===== config.mk =====
export PLATFORM = sky130hd
export DESIGN_NAME = captura_de_requisicao
export DESIGN_NICKNAME = d
export VERILOG_FILES = /design/src/rtl/captura_de_requisicao.sv
export SDC_FILE = /design/constraint.sdc
export NUM_CORES = 1
export LEC_CHECK = 0
export ABC_AREA = 1
export BUFFER_PORTS_ARGS = -buffer_cell sky130_fd_sc_hd__clkbuf_2
export CAP_MARGIN = 20
export CORE_UTILIZATION = 54
export CTS_CLUSTER_SIZE = 20
export DETAILED_ROUTE_END_ITERATION = 6
export PLACE_DENSITY = 0.75
export SYNTH_ARGS = -nofsm -noshare
export SYNTH_HDL_FRONTEND = slang
export SYNTH_SLANG_ARGS = --single-unit

===== constraint.sdc =====
create_clock -name CLK -period 1.4 [get_ports CLK]
set_input_delay 0.42 -clock CLK [delete_from_list [all_inputs] [get_ports CLK]]
set_output_delay 0.42 -clock CLK [all_outputs]
set_load 0.02 [all_outputs]

===== src/rtl/captura_de_requisicao.sv =====
// Request capture: synchronizes switches/buttons, debounces buttons and latches a settled per-channel
// request code for a hold window. Define LIBERACAO_ANTECIPADA_EN to let a release end ACTIVE early.
module captura_de_requisicao #(
    parameter int DEBOUNCE_CYCLES = 16,
    parameter int SETTLE_CYCLES   = 4,
    parameter int HOLD_CYCLES     = 1000
) (
    input  logic       CLK,
    input  logic       RST_N,
    input  logic [7:0] CH,
    input  logic [3:0] BTN,
    output logic [2:0] User0,
    output logic [2:0] User1,
    output logic [2:0] Func0,
    output logic [2:0] Func1,
    output logic       Valid0,
    output logic       Valid1,
    output logic [1:0] state0,
    output logic [1:0] state1
);

    // ValidK is a level, not a handshake: it is high exactly while channel K is ACTIVE,
    // UserK/FuncK are meaningful only while it is high, and there is no back-pressure.

    typedef enum logic [1:0] {
        IDLE    = 2'd0,
        ARM     = 2'd1,
        ACTIVE  = 2'd2,
        RELEASE = 2'd3
    } state_t;

    localparam logic [7:0]  DEB_LAST    = 8'(DEBOUNCE_CYCLES - 1);
    localparam logic [3:0]  SETTLE_LOAD = 4'(SETTLE_CYCLES);
    localparam logic [15:0] HOLD_LOAD   = 16'(HOLD_CYCLES);

    logic [7:0]      ch_meta;
    logic [7:0]      ch_sync;
    logic [3:0]      btn_meta;
    logic [3:0]      btn_sync;
    logic [3:0]      btn_deb;
    logic [3:0][7:0] deb_cnt;

    always_ff @(posedge CLK) begin
        if (!RST_N) begin
            ch_meta  <= '0;
            ch_sync  <= '0;
            btn_meta <= '1;
            btn_sync <= '1;
        end else begin
            ch_meta  <= CH;
            ch_sync  <= ch_meta;
            btn_meta <= BTN;
            btn_sync <= btn_meta;
        end
    end

    // A button flips only after DEBOUNCE_CYCLES consecutive disagreeing cycles; any agreement restarts.
    always_ff @(posedge CLK) begin
        if (!RST_N) begin
            btn_deb <= '1;
            deb_cnt <= '0;
        end else begin
            for (int i = 0; i < 4; i++) begin
                if (btn_sync[i] == btn_deb[i]) begin
                    deb_cnt[i] <= '0;
                end else if (deb_cnt[i] >= DEB_LAST) begin
                    btn_deb[i] <= btn_sync[i];
                    deb_cnt[i] <= '0;
                end else begin
                    deb_cnt[i] <= deb_cnt[i] + 8'd1;
                end
            end
        end
    end

    logic [1:0][2:0] live;
    logic [1:0][2:0] user_live;

    assign live      = {{ch_sync[7], ~btn_deb[2], ~btn_deb[3]},
                        {ch_sync[3], ~btn_deb[0], ~btn_deb[1]}};
    assign user_live = {{ch_sync[4], ch_sync[5], ch_sync[6]},
                        {ch_sync[0], ch_sync[1], ch_sync[2]}};

    logic [2:0] user_o  [2];
    logic [2:0] func_o  [2];
    logic       valid_o [2];
    logic [1:0] state_o [2];

    for (genvar k = 0; k < 2; k++) begin : g_chan
        state_t      state_q;
        state_t      state_nx;
        logic [2:0]  ref_q;
        logic [2:0]  ref_nx;
        logic [3:0]  settle_q;
        logic [3:0]  settle_nx;
        logic [15:0] hold_q;
        logic [15:0] hold_nx;
        logic [2:0]  user_q;
        logic [2:0]  user_nx;
        logic [2:0]  func_q;
        logic [2:0]  func_nx;

        always_ff @(posedge CLK) begin
            if (!RST_N) begin
                state_q  <= IDLE;
                ref_q    <= '0;
                settle_q <= '0;
                hold_q   <= '0;
                user_q   <= '0;
                func_q   <= '0;
            end else begin
                state_q  <= state_nx;
                ref_q    <= ref_nx;
                settle_q <= settle_nx;
                hold_q   <= hold_nx;
                user_q   <= user_nx;
                func_q   <= func_nx;
            end
        end

        always_comb begin
            state_nx  = state_q;
            ref_nx    = ref_q;
            settle_nx = settle_q;
            hold_nx   = hold_q;
            user_nx   = user_q;
            func_nx   = func_q;
            case (state_q)
                IDLE: begin
                    if (live[k] != 3'b000) begin
                        state_nx  = ARM;
                        ref_nx    = live[k];
                        settle_nx = SETTLE_LOAD;
                    end
                end
                ARM: begin
                    if (live[k] == 3'b000) begin
                        state_nx  = IDLE;
                        ref_nx    = '0;
                        settle_nx = '0;
                    end else if (live[k] != ref_q) begin
                        ref_nx    = live[k];
                        settle_nx = SETTLE_LOAD;
                    end else if (settle_q <= 4'd1) begin
                        state_nx  = ACTIVE;
                        func_nx   = ref_q;
                        user_nx   = user_live[k];
                        hold_nx   = HOLD_LOAD;
                        settle_nx = '0;
                    end else begin
                        settle_nx = settle_q - 4'd1;
                    end
                end
                ACTIVE: begin
                    if (hold_q <= 16'd1) begin
                        state_nx = RELEASE;
                        hold_nx  = '0;
                    end else begin
                        hold_nx = hold_q - 16'd1;
                    end
`ifdef LIBERACAO_ANTECIPADA_EN
                    if (live[k] == 3'b000) begin
                        state_nx = IDLE;
                        hold_nx  = '0;
                    end
`endif
                end
                RELEASE: begin
                    // Requires a full release before the channel can arm again.
                    if (live[k] == 3'b000) begin
                        state_nx = IDLE;
                    end
                end
                default: state_nx = IDLE;
            endcase
        end

        assign valid_o[k] = (state_q == ACTIVE);
        assign user_o[k]  = (state_q == ACTIVE) ? user_q : 3'b000;
        assign func_o[k]  = (state_q == ACTIVE) ? func_q : 3'b000;
        assign state_o[k] = state_q;
    end

    assign User0  = user_o[0];
    assign User1  = user_o[1];
    assign Func0  = func_o[0];
    assign Func1  = func_o[1];
    assign Valid0 = valid_o[0];
    assign Valid1 = valid_o[1];
    assign state0 = state_o[0];
    assign state1 = state_o[1];

endmodule


# After elaboration in Yosys (flattened, before gate mapping)
# Cells that the tools add are included.
[totals]
regBits = 122
in_bits = 14
out_inout_bits = 18
elab_cells = 157
[op_classes]
add_sub_neg = 8
order_cmp = 8
n_eq_ne = 30
mux = 46
bitwise_logic = 13
reduce_logical = 28
[ops]
columns = ["operator", "n"]
rows = [
  ["two-way mux 16 bit", 8],
  ["one-hot mux 16 bit (2 select lines)", 2],
  ["adder 8 x 1 -> 8 bit, second input constant", 4],
  ["greater-or-equal comparator 8 x 4 -> 1 bit, second input constant", 4],
  ["less-or-equal comparator 16 x 1 -> 1 bit, second input constant", 2],
  ["two-way mux 4 bit", 8],
  ["subtractor 16 x 1 -> 16 bit, second input constant", 2],
  ["two-way mux 3 bit", 10],
  ["two-way mux 2 bit", 12],
  ["inequality test 2 bit, second input constant", 10],
  ["inequality test 3 bit, second input constant", 6],
  ["one-hot mux 2 bit (4 select lines)", 2],
  ["one-hot mux 4 bit (2 select lines)", 2],
  ["AND reduction 4 bit", 4],
  ["inverter 1 bit", 13],
  ["one-hot mux 3 bit (2 select lines)", 2],
  ["AND reduction 2 bit", 6],
  ["OR reduction 3 bit", 4],
  ["AND reduction 5 bit", 2],
  ["equality test 2 bit, second input constant", 4],
  ["less-or-equal comparator 4 x 1 -> 1 bit, second input constant", 2],
  ["nonzero test 2 bit", 4],
  ["subtractor 4 x 1 -> 4 bit, second input constant", 2],
  ["zero test 3 bit", 2],
  ["7 further kinds", 16],
]

# Logic depth before layout (Yosys ltp)
[depth]
word_depth = 5
depth_mapped = 12
depth_no_buf = 12

# Worst setup path after synthesis
# OpenSTA, ideal clock, no wires.
[synth_path]
path_type = "register to output"
from = "register (tool-made name)"
to = "output port Func1[0]"
arrival_ps = 1349
t_required_ps = 980
path_slack_ps = -369
stages_incl_launch_ff = 6
path_buffers = 1
cell_sequence = "dfxtp_1 > inv_2 > nor2_4 > inv_1 > buf_2 > nor2_1"
[synth_rtl]
columns = ["element", "line", "rtl"]
rows = [
  ["end: declaration", "15", "output logic [2:0] Func1,"],
]

==> run metrics <==
Area Growth Syn to Fin=63.9%; Hold Slack=0.0668 ns; via/cell ratio=a little over 6; Hold Fails Final Rpt=0; GP Congestion=0.869; initial antenna violation count=1; Worst Setup Path Type=reg -> out; clock slew at reported path FFs=about 0.070 ns; part of the Yosys area used for sequential elements=45.5%; mapped cell area=5360 um^2; PnR worst setup slack=-0.528 ns; Core Region=9680 um^2; Worst setup SP type=flop; Final Slew Violations=0; Yosys cell types=37; Clock Sinks=122; Port Buffers=31; Post-Syn Instances=739; pwr dens=1470 nW/um^2; Worst Tran Pin Value=roughly 0.52 ns; Congestion Overflow GR=0; WL/cell=22.6 um; fin crit period=1.93 ns; largest net degree at the start of global routing=27; first-pass GRT wire length=26.7 mm; CP arrival=1.51 ns; WP buf/inv=3; cell mode on critical path=nor2_4; die area=10300 um^2; area post-placement=6440 um^2; n_diodes=0; asr flop ratio synth=0%; leakage power=3.79 nW; Area contributors post-synth=dfxtp_1 46%, nand2_1 11%, nor2_1 8.2%, inv_1 6.6%, a21oi_1 5.1%; setup slack at placement=-0.173 ns; Post-synth top flop=dfxtp_1; Data required, critical path=0.98 ns; status=finished with violations; Warnings, synthesis=0; Power, Total=around 13 mW; worst min path class=in -> reg; CTS Root Cell=clkbuf_8; failing checks=negative setup slack; ANT nets after route=0; final instance area=between 8000 and 9000 um^2; Setup Viol. Count Final=84; final non-filler cell total=1064; Final nets=945; number of synthesized flops with an enable pin=0; top cell type's share of synthesized area=45.5%; commonest non-fill, non-tap cells in the layout=100 x buf_4, 93 x dfxtp_1, 91 x nand2_1, 67 x nor2_1, 66 x inv_1; total iterations of the first detailed-routing run=6; CTS buffer count=17; Crit path max-delay family=flip-flops; Tcrit/Tclk final=138%; Vias=about 6600; H-tree depth=4; GRT Overall Usage=33.4%; DRT Wirelength=about 24 mm; Yosys top cell by area=dfxtp_1; Max-slew headroom=65.1%; Die H=approximately 100 um; clock latency on the worst-skew pair=0.53 ns; worst-case clock buffer depth=2; Avg Inst Size Synth=7.26 um^2; Setup Skew=0.0128 ns; DR iter-0 viols=804; highest clock rate=519 MHz; die width=around 100 um; fillers=about 340; max_cap viols=0; Peak supply drop=1450 uV; Initial Util=55.4%; vias in the first global route=5908; CTS tree=yes; crit-path cells=inv_4 > nor2_4 > inv_6 > nor2_4 > clkbuf_8; cell total after placement=986; fraction of layout cells with a size suffix above 1=51.8%; crit path max fanout=7; I/O pins=32; num rows=36; endpoint class of the critical path=output pin; DRC violations left=0; RSZ-0062 raised after global routing=yes; commonest non-fill, non-tap cell in the layout=buf_4; FF+latch count, synth=122; Crit path largest cell delay=roughly 0.38 ns; slowest CP cell=dfxtp_4; post-detail-place hpwl=roughly 8.2 mm; hold buffers post-CTS=0
-- path summary, 6_finish.rpt --
path,endpoint,cells past startpoint,startpoint,slack [ns]
setup reg to reg,g_chan[1].hold_q[9],9,g_chan[1].ref_q[0],-0.36
setup / recovery,Func0[0],5,flop,-0.53
hold reg to reg,btn_sync[3],1,btn_meta[3],0.42
hold / removal,ch_meta[3],3,CH[3],0.07
-- cell type report --
| cell class | instances | area, um^2 | share of cell area (%) |
|---|---|---|---|
| timing repair inverter | 2 | 15.0 | 0.171 |
| inverter | 102 | 443 | 5.04 |
| clock inverter | 14 | 150 | 1.71 |
| tap | 133 | 166 | 1.89 |
| clock buffer | 17 | 414 | 4.71 |
| sequential | 122 | 2510 | 28.6 |
| timing repair buffer | 158 | 1420 | 16.1 |
| multi-input combinational | 516 | 3670 | 41.8 |
-- state kept, by name, indices dropped and copies added (netlist names), named ones only --
name             cells
g_chan.settle_q      8
g_chan.hold_q       32
g_chan.func_q        6
deb_cnt             32
ch_sync              8
btn_meta             4
g_chan.user_q        6
btn_deb              4
state1               1
g_chan.ref_q         6
state0               1
ch_meta              8
btn_sync             4
-- report_power, final --
| group | internal (mW) | switching [mW] |
|---|---|---|
| combinational | 1.88 | 2.78 |
| clock | 2.53 | 1.79 |
| sequential | 3.69 | 0.216 |
-- cell families after synthesis --
group | synth area share [%]
XOR/XNOR | 2.94
flip-flops | 45.5
buffers and inverters | 8.51
AND/OR/NAND/NOR | 27.5
adder cells (fa/ha/maj) | 2.80
AO/OA/AOI/OAI | 12.6
other | 0.0699
-- worst min-delay path: cells and delay by family --
kind | cells | cell delay [ns]
buffers and inverters | 2 | 0.11
and+or+nand+nor | 1 | 0.04
-- through the flow --
stage / TNS, ns / utilization [%]
6_report: -20.83 / 90.8
5_1_grt: -25.63 / 90.8
4_1_cts: -8.23 / 81.7
3_5_place_dp: -4.10 / 66.5
3_3_place_gp: -2.38 / 66.5
2_1_floorplan: -1.24 / -
-- cell usage after synthesis (all sizes together), types with 7 or more instances --
master	number
ha	12
nor3	8
dfxtp	122
clkbuf	7
or2	9
buf	8
nand2	154
o21ai	46
inv	102
nand3	43
o21a	9
nor2	125
xor2	13
a21oi	61
-- routing by layer --
layer	vias up	track usage, %	share of wire [%]
met4	2	23.0	10
met2	637	58.5	46
met3	279	7.11	11
li1	2678	-	-
met1	2985	36.0	33
met5	-	0	0.054
-- timing repair --
item                       CTS  global route
pin swaps                   50            82
gates cloned                 5             0
setup endpoints to repair   74            90
resized for setup          190           231
setup buffers               24            23
(Power assumes the default switching activity.)
